--- src/rtl/morse_playback.sv ---
// Plays a latched three-letter Morse store out as a timed on/off signal on morse_out.
// Letters play L0, L1, L2; each letter is up to five 2-bit symbols (00 dot, 01 dash, 1x end).
module morse_playback #(
    parameter int UNIT_CYCLES = 25_000_000,
    parameter int CNT_W       = $clog2(3 * UNIT_CYCLES + 1)
) (
    input  logic        clk,
    input  logic        reset,
    input  logic [29:0] store_seqs,
    input  logic        storageSent,
    output logic        morse_out,
    output logic        busy,
    output logic        done,
    output logic [1:0]  letter_idx
);

    typedef enum logic [2:0] {
        IDLE,
        FETCH,
        MARK,
        GAP,
        LGAP,
        TAIL
    } state_t;

    localparam logic [CNT_W-1:0] UNIT_LAST   = CNT_W'(UNIT_CYCLES - 1);
    localparam logic [CNT_W-1:0] TRIPLE_LAST = CNT_W'(3 * UNIT_CYCLES - 1);

    state_t           state;
    logic [29:0]      shadow;
    logic [1:0]       cur_letter;
    logic [2:0]       cur_sym;
    logic [CNT_W-1:0] count;
    logic             sent_prev;

    logic       in_letter;
    logic       found;
    logic [1:0] cand;
    logic       cand_dash;
    logic       cur_dash;
    logic [1:0] sym_next;
    logic [1:0] lead_sym;
    logic [1:0] cand_sym;
    logic [1:0] cur_s;

    function automatic logic [1:0] sym_at(input logic [29:0] st, input logic [1:0] l,
                                          input logic [2:0] s);
        logic [9:0] letter;
        logic [1:0] sym;
        case (l)
            2'd0:    letter = st[29:20];
            2'd1:    letter = st[19:10];
            default: letter = st[9:0];
        endcase
        case (s)
            3'd0:    sym = letter[9:8];
            3'd1:    sym = letter[7:6];
            3'd2:    sym = letter[5:4];
            3'd3:    sym = letter[3:2];
            3'd4:    sym = letter[1:0];
            default: sym = 2'b11;
        endcase
        return sym;
    endfunction

    // Lookahead: decides at the end of each mark (or in FETCH) where the next mark lives,
    // so the decision never costs an extra cycle inside a gap.
    always_comb begin
        sym_next  = sym_at(shadow, cur_letter, cur_sym + 3'd1);
        in_letter = (cur_sym < 3'd4) && !sym_next[1];
        found     = 1'b0;
        cand      = '0;
        lead_sym  = '0;
        for (int unsigned i = 0; i < 3; i++) begin
            lead_sym = sym_at(shadow, 2'(i), 3'd0);
            if (!found && ((state == FETCH) || (2'(i) > cur_letter)) && !lead_sym[1]) begin
                found = 1'b1;
                cand  = 2'(i);
            end
        end
        cand_sym  = sym_at(shadow, cand, 3'd0);
        cand_dash = cand_sym[0];
        cur_s     = sym_at(shadow, cur_letter, cur_sym);
        cur_dash  = cur_s[0];
    end

    always_ff @(posedge clk) begin
        if (reset) begin
            state      <= IDLE;
            shadow     <= '0;
            cur_letter <= '0;
            cur_sym    <= '0;
            count      <= '0;
            sent_prev  <= 1'b1;
            morse_out  <= 1'b0;
            busy       <= 1'b0;
            done       <= 1'b0;
            letter_idx <= '0;
        end else begin
            sent_prev <= storageSent;
            done      <= 1'b0;
            case (state)
                IDLE: begin
                    if (storageSent && !sent_prev) begin
                        shadow <= store_seqs;
                        busy   <= 1'b1;
                        state  <= FETCH;
                    end
                end
                FETCH: begin
                    if (found) begin
                        cur_letter <= cand;
                        cur_sym    <= '0;
                        letter_idx <= cand;
                        morse_out  <= 1'b1;
                        count      <= cand_dash ? TRIPLE_LAST : UNIT_LAST;
                        state      <= MARK;
                    end else begin
                        busy  <= 1'b0;
                        done  <= 1'b1;
                        state <= IDLE;
                    end
                end
                MARK: begin
                    if (count == '0) begin
                        morse_out <= 1'b0;
                        if (in_letter) begin
                            cur_sym <= cur_sym + 3'd1;
                            count   <= UNIT_LAST;
                            state   <= GAP;
                        end else if (found) begin
                            cur_letter <= cand;
                            cur_sym    <= '0;
                            count      <= TRIPLE_LAST;
                            state      <= LGAP;
                        end else begin
                            count <= TRIPLE_LAST;
                            state <= TAIL;
                        end
                    end else begin
                        count <= count - CNT_W'(1);
                    end
                end
                GAP, LGAP: begin
                    if (count == '0) begin
                        morse_out  <= 1'b1;
                        letter_idx <= cur_letter;
                        count      <= cur_dash ? TRIPLE_LAST : UNIT_LAST;
                        state      <= MARK;
                    end else begin
                        count <= count - CNT_W'(1);
                    end
                end
                TAIL: begin
                    if (count == '0) begin
                        busy       <= 1'b0;
                        done       <= 1'b1;
                        letter_idx <= '0;
                        state      <= IDLE;
                    end else begin
                        count <= count - CNT_W'(1);
                    end
                end
                default: state <= IDLE;
            endcase
        end
    end

endmodule

--- config.mk ---
export PLATFORM = sky130hd
export DESIGN_NAME = morse_playback
export DESIGN_NICKNAME = d
export VERILOG_FILES = /design/src/rtl/morse_playback.sv
export SDC_FILE = /design/constraint.sdc
export NUM_CORES = 1
export LEC_CHECK = 0
export BUFFER_PORTS_ARGS = -buffer_cell sky130_fd_sc_hd__buf_2
export CORE_UTILIZATION = 50
export CTS_BUF_LIST = sky130_fd_sc_hd__clkbuf_2
export DETAILED_ROUTE_END_ITERATION = 16
export PLACE_DENSITY = 0.79
export SLEW_MARGIN = 40
export SYNTH_ARGS = -nofsm -noshare
export SYNTH_HDL_FRONTEND = slang
export SYNTH_SLANG_ARGS = --single-unit
--- constraint.sdc ---
create_clock -name clk -period 3.2 [get_ports clk]
set_input_delay 0.48 -clock clk [delete_from_list [all_inputs] [get_ports clk]]
set_output_delay 0.48 -clock clk [all_outputs]
set_load 0.02 [all_outputs]
## Word level (Yosys, flattened, before mapping)

Cells that the tools add are included.

| word-level totals | value |
|---|---|
| register bits | 71 |
| bits of input ports | 33 |
| output and inout port bits | 5 |
| logic and storage cells | 123 |

| cells by class | value |
|---|---|
| $add $sub $neg | 2 |
| order comparisons | 4 |
| eq/ne operators | 23 |
| muxes and demuxes | 47 |
| reduce and logical (&&, ||, !) cells | 37 |

Operators by type and width:

| cell | count |
|---|---|
| $mux W27 | 7 |
| $pmux W27 S4 | 1 |
| $logic_not A27 Y1 | 1 |
| $sub A27 B1 Y27 const B | 1 |
| $mux W3 | 8 |
| $pmux W10 S2 | 1 |
| $eq A3 B2 Y1 const B | 6 |
| $pmux W9 S2 | 1 |
| $mux W2 | 8 |
| $ne A2 B2 Y1 const B | 8 |
| $reduce_and A4 Y1 | 4 |
| $pmux W3 S5 | 1 |
| $eq A3 B3 Y1 const B | 4 |
| $mux W1 | 12 |
| $pmux W2 S5 | 1 |
| $eq A3 B1 Y1 const B | 3 |
| $logic_not A3 Y1 | 3 |
| $reduce_bool A3 Y1 | 3 |
| $logic_and A1 B1 Y1 | 7 |
| $logic_not A1 Y1 | 7 |
| $pmux W1 S3 | 2 |
| $pmux W2 S3 | 1 |
| $pmux W3 S2 | 1 |
| $reduce_and A3 Y1 | 2 |
| 14 further kinds | 20 |

## Longest topological paths before layout

Gate-level depths: netlist of the first run.

| depth | value |
|---|---|
| depth in word-level cells | 17 |
| depth in mapped cells | 11 |
| gate-level depth less buffers | 9 |

## Least setup slack after synthesis of the first run

No wires, ideal clock.

| timing path | value |
|---|---|
| path kind | reg-to-reg |
| from | register count[19] |
| to | register count[4] |
| setup time | 0.058 ns |
| arrival | 2.244 ns |
| setup slack | 0.898 ns |
| cell stages (with the launch flop) | 11 |
| period minus slack after synthesis | 2.302 ns |
| path through | dfxtp_1 -> buf_2 -> or4_1 -> nor3_2 -> and4_1 -> buf_4 -> o31ai_2 -> and2_1 -> buf_2 -> a41oi_1 -> o21a_1 |

| between the ends | value |
|---|---|
| cells in the longest elaborated chain, start to end | 3 |

Ends and longest elaborated chain:

| item | RTL line | text |
|---|---|---|
| start: declaration | 33 | `logic [CNT_W-1:0] count;` |
| start signal: assignment | 116 | `count <= cand_dash ? TRIPLE_LAST : UNIT_LAST;` |
| start signal: assignment | 141 | `count <= count - CNT_W'(1);` |
| start signal: assignment | 148 | `count <= cur_dash ? TRIPLE_LAST : UNIT_LAST;` |
| $logic_not A27 Y1 (*) | 125, 145, 155 |  |
| $mux W27, or another cell as far along | 145 | `if (count == '0) begin` |
| $pmux W27 S4 / $reduce_and A3 Y1 (equally long branches) | - |  |

Mark *: on every way between the ends. The rest lies on a longest branch, timed or not.
A chain may end at the register's enable or synchronous reset.

## Worst setup path after layout of the first run

| timing path | value |
|---|---|
| from | register cur_letter[0] |
| to | register count[16] |

| between the ends | value |
|---|---|
| cells in the longest elaborated chain, start to end | 17 |

Ends and longest elaborated chain:

| item | RTL line | text |
|---|---|---|
| start: declaration | 31 | `logic [1:0] cur_letter;` |
| start signal: assignment | 112 | `cur_letter <= cand;` |
| start signal: assignment | 132 | `cur_letter <= cand;` |
| $gt A1 B2 Y1 | 76 | `if (!found && ((state == FETCH) \|\| (2'(i) > cur_letter)) && !lead_sym[1]) begin` |
| $logic_or A1 B1 Y1 | 76 |  |
| $logic_and A1 B1 Y1 | 76 |  |
| $mux W1 | 76 |  |
| $logic_not A1 Y1 | 76 |  |
| $logic_and A1 B1 Y1 (2 in a row) | 76 |  |
| $mux W1 | 76 |  |
| $logic_not A1 Y1 | 76 |  |
| $logic_and A1 B1 Y1 (2 in a row) | 76 |  |
| $mux W2 | 76 |  |
| $eq A2 B1 Y1 / $logic_not A2 Y1 (equally long branches) | 50 | `case (l)` |
| $pmux W9 S2 | 50 |  |
| $mux W27 | 116 |  |
| $mux W27 | 111 | `if (found) begin` |
| $pmux W27 S4 | 102 | `case (state)` |

Several ways; a longest one is shown, not always the timed one. The select of a mux whose other input is x is not followed.

==> results of run 1 <==
## layout make-up
class	instances	area share, %
tap	102	2.94
clock buffer	9	1.04
inverter	12	1.04
sequential	71	32.7
multi-input combinational	391	54.6
clock inverter	7	1.47
timing repair buffer	48	6.22
## routing by layer
| metal | global-route usage [%] | up-vias |
|---|---|---|
| met2 | 39.5 | 148 |
| met1 | 32.0 | 1763 |
| met5 | 0 | - |
| li1 | - | 1857 |
| met3 | 5.64 | 7 |
| met4 | 5.95 | 0 |
## placed cells by master (no fill, tap or decap), types with 5 or more instances in the layout
master,n
a21oi_1,53
a311oi_1,10
and2_1,5
buf_2,36
buf_4,12
clkbuf_2,9
dfxtp_1,71
ha_1,10
inv_1,12
mux2_2,12
mux2i_1,5
nand2_1,90
nand2b_1,15
nand3_1,9
nor2_1,42
nor2b_1,7
nor3_1,16
nor4_1,6
o211ai_1,9
o21ai_0,12
or2_2,5
or3_1,5
or4_1,6
xor2_1,5
## through the flow
step	total power, W	worst slack (ps)
final	0.00306	365
after global routing	0.00326	110
after CTS	0.00305	443
after detailed placement	0.00255	419
after global placement	0.00250	402
after floorplan	0.00221	898
## state kept, by name (all words and copies together), names as in the netlist, 2 cells and up
register    cells
letter_idx      2
count          27
cur_sym         3
shadow         30
cur_letter      2
state           3
## worst reg2reg max path: cells and delay by family (launching register included)
| family | cells | cell delay [ps] |
|---|---|---|
| flip-flops | 1 | 740 |
| AND/OR/NAND/NOR | 1 | 470 |
| AO/OA/AOI/OAI | 5 | 1120 |
| multiplexers | 1 | 430 |
## where the power goes
part / internal (W) / switching, W / total (W)
registers: 0.00103 / 0.000191 / 0.00122
clock network: 0.000120 / 0.000375 / 0.000495
logic: 0.000546 / 0.000801 / 0.00135
## how the worst min path moves through the flow
stage / end / slack [ps] / cells past startpoint
after floorplan: shadow[0]$_SDFFE_PP0P_ / 430 / 2
after global placement: shadow[27]$_SDFFE_PP0P_ / 440 / 2
after detailed placement: shadow[7]$_SDFFE_PP0P_ / 440 / 2
after CTS: shadow[20]$_SDFFE_PP0P_ / 110 / 3
after global routing: shadow[11]$_SDFFE_PP0P_ / 90 / 3
final: shadow[20]$_SDFFE_PP0P_ / 130 / 3
## cell families after synthesis
family                   share of synthesized area [%]
multiplexers                                      4.97
AND/OR/NAND/NOR                                   28.5
XOR/XNOR                                          2.00
buffers and inverters                             4.34
adder cells (fa/ha/maj)                           3.17
AO/OA/AOI/OAI                                     21.0
flip-flops                                        36.0
==> results.md, run 1 <==
* Status: completed
* Via/cell ratio at just under 6
* # DRC at 0
* CORE AREA at 7690 sq um
* Number of global-route vias before repair at ~3500
* Die Ht at 90.9 um
* Crit Reg-Reg Endpoint: count[16]$_SDFFE_PP0P_
* Die area at between 8000 and 9000 sq um
* Largest stage delay, worst path at between 700 and 800 ps
* Cell Area, Synth at a little under 4000 sq um
* Non-Filler Instances at 640
* FILL cells at 723
* Worst hold path startpoint: store_seqs[20]
* Top Metal Used: met4
* Max Freq at 0.353 GHz
* Synth cell types at 65
* Vias post-DR at between 3000 and 4000
* Synthesized net count at 547
* Hold Buf Count CTS at 0
* Peak VDD IR at roughly 370 uV
* Hold_ws at approximately 130 ps
* GRT Util Overall at roughly a quarter
* Layout cells sized above 1 at between 10% and 20%
* Reg area at between 1000 and 1500 sq um
* Register area share after synthesis at between 30% and 40%
* Fin. Hold Viols at 0
* Clk_skew at 39.2 ps
* Crit path max-delay family: compound AO/OA/AOI/OAI gates
* Setup crit end: count[16]$_SDFFE_PP0P_
* Max_slew headroom at between 50% and 60%
* FFs w/ async S/R, synth at 0%
* Syn Inst Count at ~500
* DRT iter0 DRCs at between 200 and 300
* Antenna violations before repair at 0
* Final instance area at ~4300 sq um
* Leakage at between 1.5 and 2 nW
* Routed WL per cell at approximately 15 um
* Grt total ovfl at 0
* Post-route minimum period at around 2800 ps
* Number of H-tree levels at 3
* WL final at approximately 9500 um
* Crit path top cell by count: o211ai_1
* WP depth at 7
* Layout Utilization at between 50% and 60%
* Routed Antenna Nets at 0
* Max cap viols at 0
* Share of the synthesized area in the top cell type at a little over a third
* CTS sink count at 71
* First-pass GRT wire length at between 15000 and 20000 um
* Fin. max-slew vios at 0
* Startpoint types: register
* Synth area leader: dfxtp_1
* ANT cells at 0
* Hold Crit Class: in2reg
* Die width at between 90 and 100 um
* First-pass DRT Iterations at 5
* Post-Syn Area per Cell at between 7 and 8 sq um
* Reg clk slew, reported paths at approximately 260 ps
* CTS Buf Count at 9
* Setup CP Type: reg2reg
* Origin of the critical flop-to-flop path: cur_letter[0]$_SDFFE_PP0P_
* Worst EP required at ~3700 ps
* Cell with the most instances after synthesis: nand2_1
* Slowest-stage cell, CP: dfxtp_1
* Setup violators final at 0
* Post-cts repair resize count at 0
* Placed cell area at 4230 sq um
* Placed insts at approximately 620
* Worst-Margin Slew at 612 ps
* Post-DP HPWL at between 6000 and 7000 um
* Fin nets at between 500 and 600
* Clk_lat worst skew at roughly 540 ps
* Reg2Reg Setup Slack at between 300 and 400 ps
* Post CTS Setup Buffer Count at 0
* Crit. Startpoint: cur_letter[0]$_SDFFE_PP0P_
* Setup total negative slack at 0 ps
* Initial Utilization at between 50% and 60%
* DR WL met3 at just over 600 um
* Synth cell count leaders: nand2_1 (90), dfxtp_1 (71), a21oi_1 (53)
* Number of synthesized register bits at 71
* RSZ-0062 raised after global routing: no
* CP cell instances: mux2_2 -> o211ai_1 -> o211ai_1 -> nor2_1 -> a22oi_1 -> a21oi_2 -> o31a_1
* Pwr dens at ~710 nW/um^2
* Final worst-path cycle share at 88.6%
* Num rows at 32
* Ys Warns at 0
* Largest cells by area after synthesis: dfxtp_1 (36%), nand2_1 (8.6%), a21oi_1 (6.7%), nor2_1 (4.0%), mux2_2 (3.4%)
* CTS tree: yes
* Clock Path Buffers at 2
* Largest fanout on the critical path at 13
* WP buf/inv at 0
* Met2 WL at about 4400 um
* Worst reg-to-reg path cell count at 7
* P&R area growth vs syn at 10.0%
* Worst Setup End Kind: register
* Largest net degree at the start of global routing at between 40 and 50
* Multi-input gate area at approximately 2400 sq um
* Routability Congestion at between 0.9 and 1
* CTS Root Cell: clkbuf_2
* WP data arrival at ~3300 ps
* Post-synth EDFFs at 0
* Wire length on met1 at 4430 um
* Ys flop type: dfxtp_1
* Input/output buffers at 37
* Ports at 38
Note: power is estimated with default switching activity, not from simulation.
==> run 2: changes to the inputs <==
--- a/config.mk
+++ b/config.mk
@@ -5,6 +5,7 @@
 export SDC_FILE = /design/constraint.sdc
 export NUM_CORES = 1
 export LEC_CHECK = 0
+export ABC_AREA = 1
 export BUFFER_PORTS_ARGS = -buffer_cell sky130_fd_sc_hd__buf_2
 export CORE_UTILIZATION = 50
 export CTS_BUF_LIST = sky130_fd_sc_hd__clkbuf_2
==> results.md, run 2 <==
* RSZ-0062 raised after global routing: no (unchanged)
* Status: completed (unchanged)
* WL final at 10300 um (was 9510 um)
* Routability Congestion at 0.911 (was 0.966)
* Vias post-DR at 4325 (was 3775)
* Initial Utilization at 51.6% (was 51.4%)
* Synth area leader: dfxtp_1 (unchanged)
* Syn Inst Count at 673 (was 504)
* Worst-Margin Slew at 726 ps (was 612 ps)
* Die width at 94.1 um (was 90.9 um)
* Synth Area in Adders at 2.95% (was 3.17%)
* Largest cells by area after synthesis: dfxtp_1 (34%), nand2_1 (13%), nor2_1 (12%), nand3_1 (8.5%), inv_1 (6.4%) (was dfxtp_1 (36%), nand2_1 (8.6%), a21oi_1 (6.7%), nor2_1 (4.0%), mux2_2 (3.4%))
* Post-Synth Simple-Gate Area at 41.3% (was 28.5%)
* Post-DP HPWL at 7650 um (was 6730 um)
* Die Ht at 94.1 um (was 90.9 um)
* Main combinational cell family by area after synthesis: simple AND/OR/NAND/NOR gates (unchanged)
* CORE AREA at 8220 sq um (was 7690 sq um)
* Post-cts repair resize count at 0 (unchanged)
* Post CTS Setup Buffer Count at 0 (unchanged)
* Clk_skew at 50.7 ps (was 39.2 ps)
* Routed WL per cell at 12.7 um (was 14.9 um)
* First-pass DRT Iterations at 5 (unchanged)
* CTS tree: yes (unchanged)
* Num rows at 33 (was 32)
* Commonest non-fill, non-tap cells in the layout: nand2_1 (144), nor2_1 (132), nand3_1 (72), inv_1 (71), dfxtp_1 (71) (was nand2_1 (90), dfxtp_1 (71), a21oi_1 (53), nor2_1 (42), buf_2 (36))
* Largest net degree at the start of global routing at 39 (was 47)
* Hold Buf Count CTS at 0 (unchanged)
* Ys Warns at 0 (unchanged)
* Seq pwr share at 29.3% (was 39.9%)
* Combinational share of power at 56.6% (was 44.0%)
* Clock power frac at 14.1% (was 16.2%)
* Clk_lat worst skew at 580 ps (was 540 ps)
* Worst Setup End Kind: register (unchanged)
* Post-layout power at 0.00454 W (was 0.00306 W)
* Leading cell type in the layout, fill and taps excluded: nand2_1 (unchanged)
* Input/output buffers at 37 (unchanged)
* Share of the synthesized area in the top cell type at 33.5% (was 36.0%)
* GRT Util Overall at 25.0% (was 24.1%)
* CTS Root Cell: clkbuf_2 (unchanged)
* Grt total ovfl at 0 (unchanged)
* CTS Buf Count at 9 (unchanged)
* Startpoint types: register (unchanged)
* Hold_ws at 111 ps (was 130 ps)
* P&R area growth vs syn at 9.18% (was 10.0%)
* DRT iter0 DRCs at 338 (was 299)
* Fin. max-slew vios at 0 (unchanged)
* Top Registers: shadow (30), count (27) (unchanged)
* Post-synth EDFFs at 0 (unchanged)
* Via/cell ratio at 5.31 (was 5.90)
* WP data arrival at 2840 ps (was 3300 ps)
* Switching power at 0.00234 W (was 0.00137 W)
* CTS sink count at 71 (unchanged)
* Cell Area, Synth at 4240 sq um (was 3950 sq um)
* Post-synthesis mux area share at 0% (was 4.97%)
* Post-Syn Area per Cell at 6.30 sq um (was 7.84 sq um)
* Final worst-path cycle share at 74.8% (was 88.6%)
* Clock Path Buffers at 2 (unchanged)
* Setup total negative slack at 0 ps (unchanged)
* Die area at 8850 sq um (was 8260 sq um)
* Routed Antenna Nets at 0 (unchanged)
* Reg clk slew, reported paths at 230 ps (was 260 ps)
* Sw Ratio at 51.5% (was 44.6%)
* Peak VDD IR at 432 uV (was 372 uV)
* Final WS setup at 806 ps (was 365 ps)
* Int Power at 0.00220 W (was 0.00170 W)
* Post-route minimum period at 2390 ps (was 2830 ps)
* First-pass GRT wire length at 17400 um (was 16300 um)
* Hold Crit Class: in2reg (unchanged)
* Worst EP required at 3640 ps (was 3670 ps)
* Layout cells sized above 1 at 13.4% (was 17.7%)
* Setup CP Type: reg2reg (unchanged)
* FFs w/ async S/R, synth at 0% (unchanged)
* Cell with the most instances after synthesis: nand2_1 (unchanged)
* Max reg flops at 30 (unchanged)
* Number of global-route vias before repair at 3893 (was 3523)
* Max_slew headroom at 51.3% (was 58.1%)
* Register area share after synthesis at 33.5% (was 36.0%)
* Pwr dens at 982 nW/um^2 (was 705 nW/um^2)
* Setup violators final at 0 (unchanged)
* Layout Utilization at 56.3% (was 56.5%)
* Max Freq at 0.418 GHz (was 0.353 GHz)
* Largest fanout on the critical path at 20 (was 13)
* Number of synthesized register bits at 71 (unchanged)
* Leakage at 2.31 nW (was 1.62 nW)
* Synth cell count leaders: nand2_1 (144), nor2_1 (132), inv_1 (72), nand3_1 (72), dfxtp_1 (71) (was nand2_1 (90), dfxtp_1 (71), a21oi_1 (53))
* # DRC at 0 (unchanged)
* Post-synthesis xor/xnor area fraction at 1.65% (was 2.00%)
* FILL cells at 814 (was 723)
* Compound-Gate Fraction of Synth Area at 11.2% (was 21.0%)
* Ports at 38 (unchanged)
* Synth cell types at 33 (was 65)
* Number of H-tree levels at 3 (unchanged)
* Biggest register: shadow (unchanged)
* ANT cells at 0 (unchanged)
* Max cap viols at 0 (unchanged)
* Antenna violations before repair at 0 (unchanged)
* Synthesized net count at 716 (was 547)
* Fin nets at 747 (was 576)
* Post-Place Worst Slack at 917 ps (was 419 ps)
* Fin. Hold Viols at 0 (unchanged)
* Ys flop type: dfxtp_1 (unchanged)
run 2: cell types whose count changed after synthesis, moves of 15 or more:
cell	delta
a21oi_1	-28
nand2_1	+54
nand3_1	+63
nand2b_1	-15
nor2_1	+90
o21ai_0	+30
inv_1	+60
run 2: cells by family after synthesis:
family | Yosys count
adder cells (fa/ha/maj) | 10
flip-flops | 71
AND/OR/NAND/NOR | 396
AO/OA/AOI/OAI | 88
XOR/XNOR | 8
buffers and inverters | 100
run 2: per-layer routing:
| layer | wire length (um) | vias to the layer above | share of wire (%) | GRT usage, % |
|---|---|---|---|---|
| met4 | 190 | 0 | 1.8 | 9.62 |
| li1 | - | 2209 | - | - |
| met1 | 4830 | 1963 | 47 | 32.8 |
| met5 | 0 | - | 0 | 0 |
| met3 | 626 | 20 | 6.1 | 4.94 |
| met2 | 4680 | 133 | 45 | 40.3 |
run 2: metrics by stage:
step	instance area, sq um	cells
4_1_cts	4630	814
2_1_floorplan	4240	673
3_3_place_gp	4480	798
5_1_grt	4630	814
6_report	4630	814
3_5_place_dp	4480	798
run 2: path summary, 6_finish.rpt:
check	start	slack (ps)	cells past startpoint	to
worst max-delay path	cur_letter[0]$_SDFFE_PP0P_	810	10	count[10]$_SDFFE_PP0P_
worst min-delay path	storageSent	110	3	sent_prev$_SDFF_PP1_
worst max register to register	cur_letter[0]$_SDFFE_PP0P_	810	10	count[10]$_SDFFE_PP0P_
worst min register to register	letter_idx[0]$_SDFFE_PP0P_	460	2	letter_idx[0]$_SDFFE_PP0P_
run 2: final cells by class:
cell class                 instances  area, sq um  share of cell area, %
clock buffer                       9         45.0                  0.973
clock inverter                     7          103                   2.22
tap                              105          131                   2.84
timing repair buffer              40          208                   4.49
multi-input combinational        502         2420                   52.3
inverter                          80          300                   6.49
sequential                        71         1420                   30.7
run 2: critical path: stages, from the launching register on:
cell and delay [ps]:
dfxtp_1 470, nor2_1 540, inv_1 100, nand2_1 120, nand2_2 80, nand4_4 240
nand2_4 120, inv_2 340, nand3_1 130, nand2_1 90, nor2_1 40
run 2: power groups by stage:
stage               registers (W)  clock network [W]  logic (W)
floorplan                 0.00130                  0    0.00210
global placement          0.00134                  0    0.00244
detailed placement        0.00134                  0    0.00251
CTS                       0.00133           0.000643    0.00253
global route              0.00136           0.000688    0.00290
finish                    0.00133           0.000641    0.00257
==> run 3: changes to the inputs <==
--- a/config.mk
+++ b/config.mk
@@ -10,7 +10,7 @@
 export CORE_UTILIZATION = 50
 export CTS_BUF_LIST = sky130_fd_sc_hd__clkbuf_2
 export DETAILED_ROUTE_END_ITERATION = 16
-export PLACE_DENSITY = 0.79
+export PLACE_DENSITY = 0.82
 export SLEW_MARGIN = 40
 export SYNTH_ARGS = -nofsm -noshare
 export SYNTH_HDL_FRONTEND = slang
==> constraint.sdc (replaced) <==
create_clock -name clk -period 2 [get_ports clk]
set_input_delay 0.3 -clock clk [delete_from_list [all_inputs] [get_ports clk]]
set_output_delay 0.3 -clock clk [all_outputs]
set_load 0.02 [all_outputs]
==> results.md, run 3 (synthesis results as in run 2) <==
* Input/output buffers at 37 (unchanged)
* Fin. max-slew vios at 0 (unchanged)
* P&R area growth vs syn at 23.3% (was 9.18%)
* Peak VDD IR at 607 uV (was 432 uV)
* Crit path max-delay family: simple AND/OR/NAND/NOR gates (unchanged)
* Die area at 8850 sq um (unchanged)
* Reg clk slew, reported paths at 250 ps (was 230 ps)
* Max reg flops at 30 (unchanged)
* WL final at 11600 um (was 10300 um)
* Hold Crit Class: in2reg (unchanged)
* Biggest register: shadow (unchanged)
* Final worst-path cycle share at 98.3% (was 74.8%)
* DRT iter0 DRCs at 347 (was 338)
* Initial Utilization at 51.6% (unchanged)
* WP data arrival at 2450 ps (was 2840 ps)
* Status: completed (unchanged)
* Post-DP HPWL at 7950 um (was 7650 um)
* Die width at 94.1 um (unchanged)
* First-pass GRT wire length at 18700 um (was 17400 um)
* Max cap viols at 0 (unchanged)
* Antenna violations before repair at 0 (unchanged)
* Max Freq at 0.509 GHz (was 0.418 GHz)
* Commonest non-fill, non-tap cells in the layout: nand2_1 (137), nor2_1 (120), nand3_1 (72), inv_1 (70), dfxtp_1 (61) (was nand2_1 (144), nor2_1 (132), nand3_1 (72), inv_1 (71), dfxtp_1 (71))
* Setup violators final at 0 (unchanged)
* CTS sink count at 71 (unchanged)
* Worst Setup End Kind: register (unchanged)
* Post-route minimum period at 1970 ps (was 2390 ps)
* Max_slew headroom at 74.9% (was 51.3%)
* Leakage at 2.58 nW (was 2.31 nW)
* First-pass DRT Iterations at 5 (unchanged)
* CORE AREA at 8220 sq um (unchanged)
* Top Registers: shadow (30), count (27) (unchanged)
* WP buf/inv at 2 (unchanged)
* Layout Utilization at 63.6% (was 56.3%)
* Number of global-route vias before repair at 4137 (was 3893)
* Post-Place Worst Slack at -33.4 ps (was 917 ps)
* Startpoint types: register (unchanged)
* Grt total ovfl at 0 (unchanged)
* Clock Path Buffers at 2 (unchanged)
* CP cell instances: buf_6 -> clkinvlp_4 -> ha_4 -> nand2_2 -> nand3_1 -> o21ai_1 -> nor2_2 -> nand2_2 -> nand2_2 -> nand2_1 -> nand3_1 -> nand2_1 -> a21oi_2 (was nor2_1 -> inv_1 -> nand2_1 -> nand2_2 -> nand4_4 -> nand2_4 -> inv_2 -> nand3_1 -> nand2_1 -> nor2_1)
* CTS tree: yes (unchanged)
* Worst EP required at 2490 ps (was 3640 ps)
* Layout cells sized above 1 at 22.5% (was 13.4%)
* Setup total negative slack at 0 ps (unchanged)
* Slowest-stage cell, CP: dfxtp_4 (was nor2_1)
* CTS Root Cell: clkbuf_2 (unchanged)
* Clk_skew at 27.9 ps (was 50.7 ps)
* Largest stage delay, worst path at 420 ps (was 540 ps)
* Pwr dens at 1510 nW/um^2 (was 982 nW/um^2)
* Fin nets at 798 (was 747)
* ANT cells at 0 (unchanged)
* Largest net degree at the start of global routing at 58 (was 39)
* Vias post-DR at 4587 (was 4325)
* Worst-Margin Slew at 374 ps (was 726 ps)
* Largest fanout on the critical path at 4 (was 20)
* Via/cell ratio at 5.30 (was 5.31)
* Clk_lat worst skew at 560 ps (was 580 ps)
* Post-layout power at 0.00791 W (was 0.00454 W)
* Leading cell type in the layout, fill and taps excluded: nand2_1 (unchanged)
* Ports at 38 (unchanged)
* Num rows at 33 (unchanged)
* Final WS setup at 34.9 ps (was 806 ps)
* CTS Buf Count at 9 (unchanged)
* Setup CP Type: reg2reg (unchanged)
* Number of H-tree levels at 3 (unchanged)
* Crit path top cell by count: nand2_2
* Fin. Hold Viols at 0 (unchanged)
* Routed Antenna Nets at 0 (unchanged)
* # DRC at 0 (unchanged)
* Routed WL per cell at 13.4 um (was 12.7 um)
* GRT Util Overall at 26.8% (was 25.0%)
* Hold_ws at 3.76 ps (was 111 ps)
* Die Ht at 94.1 um (unchanged)
* Routability Congestion at 0.947 (was 0.911)
-- run 3: changes by cell type in the layout (fill, tap and decap cells not counted), moves of 7 or more --
cell / previous run / this run
dfxtp_2: 0 / 7
nand2_1: 144 / 137
buf_4: 3 / 32
dfxtp_1: 71 / 61
dlygate4sd3_1: 0 / 19
ha_1: 10 / 3
nor2_2: 5 / 14
nor2_1: 132 / 120
-- run 3: timing repair --
action	CTS	global route
gates resized for setup	4	56
hold buffers	17	2
hold endpoints to repair	17	2
buffers inserted	1	8
pin swaps	0	12
setup endpoints to repair	3	33
-- run 3: per-stage QoR --
stage / std cells / cell area, sq um
floorplan: 673 / 4240
CTS: 856 / 4980
global placement: 822 / 4690
detailed placement: 822 / 4690
finish: 865 / 5230
global route: 865 / 5230
-- run 3: worst paths after layout --
| check | startpoint | endpoint | slack, ps | depth (start not counted) |
|---|---|---|---|---|
| setup / recovery | cur_sym[0]$_SDFFE_PP0P_ | cur_letter[0]$_SDFFE_PP0P_ | 30 | 13 |
| hold / removal | store_seqs[12] | shadow[12]$_SDFFE_PP0P_ | 4 | 3 |
| setup reg to reg | cur_sym[0]$_SDFFE_PP0P_ | cur_letter[0]$_SDFFE_PP0P_ | 30 | 13 |
| hold reg to reg | letter_idx[1]$_SDFFE_PP0P_ | letter_idx[1]$_SDFFE_PP0P_ | 460 | 2 |
-- run 3: layer usage --
layer  GRT usage [%]  vias up  routed length, um
met5               0        -                  0
met4            9.74        0                303
met3            4.21       37                733
met2            43.6      174               5350
met1            35.7     2065               5170
li1                -     2311                  -
-- run 3: final cells by class --
| cell class | instances | area [sq um] |
|---|---|---|
| fill | 714 | 2990 |
| inverter | 80 | 307 |
| multi-input combinational | 502 | 2570 |
| sequential | 71 | 1440 |
| clock inverter | 7 | 65.1 |
| clock buffer | 9 | 45.0 |
| tap | 105 | 131 |
| timing repair buffer | 91 | 667 |
-- run 3: worst reg2reg max path, stage by stage (launching register included) --
cell        delay [ps]
dfxtp_4            420
buf_6              110
clkinvlp_4         150
ha_4               220
nand2_2             70
nand3_1            100
o21ai_1            190
nor2_2              70
nand2_2            130
nand2_2             80
nand2_1            130
nand3_1            110
nand2_1             90
a21oi_2             50
-- run 3: power breakdown --
part / internal (W) / switching, W / leakage, nW
registers: 0.00178 / 0.000335 / 0.586
clock network: 0.000196 / 0.000624 / 0.0669
logic: 0.00189 / 0.00309 / 1.92
total: 0.00387 / 0.00404 / 2.58
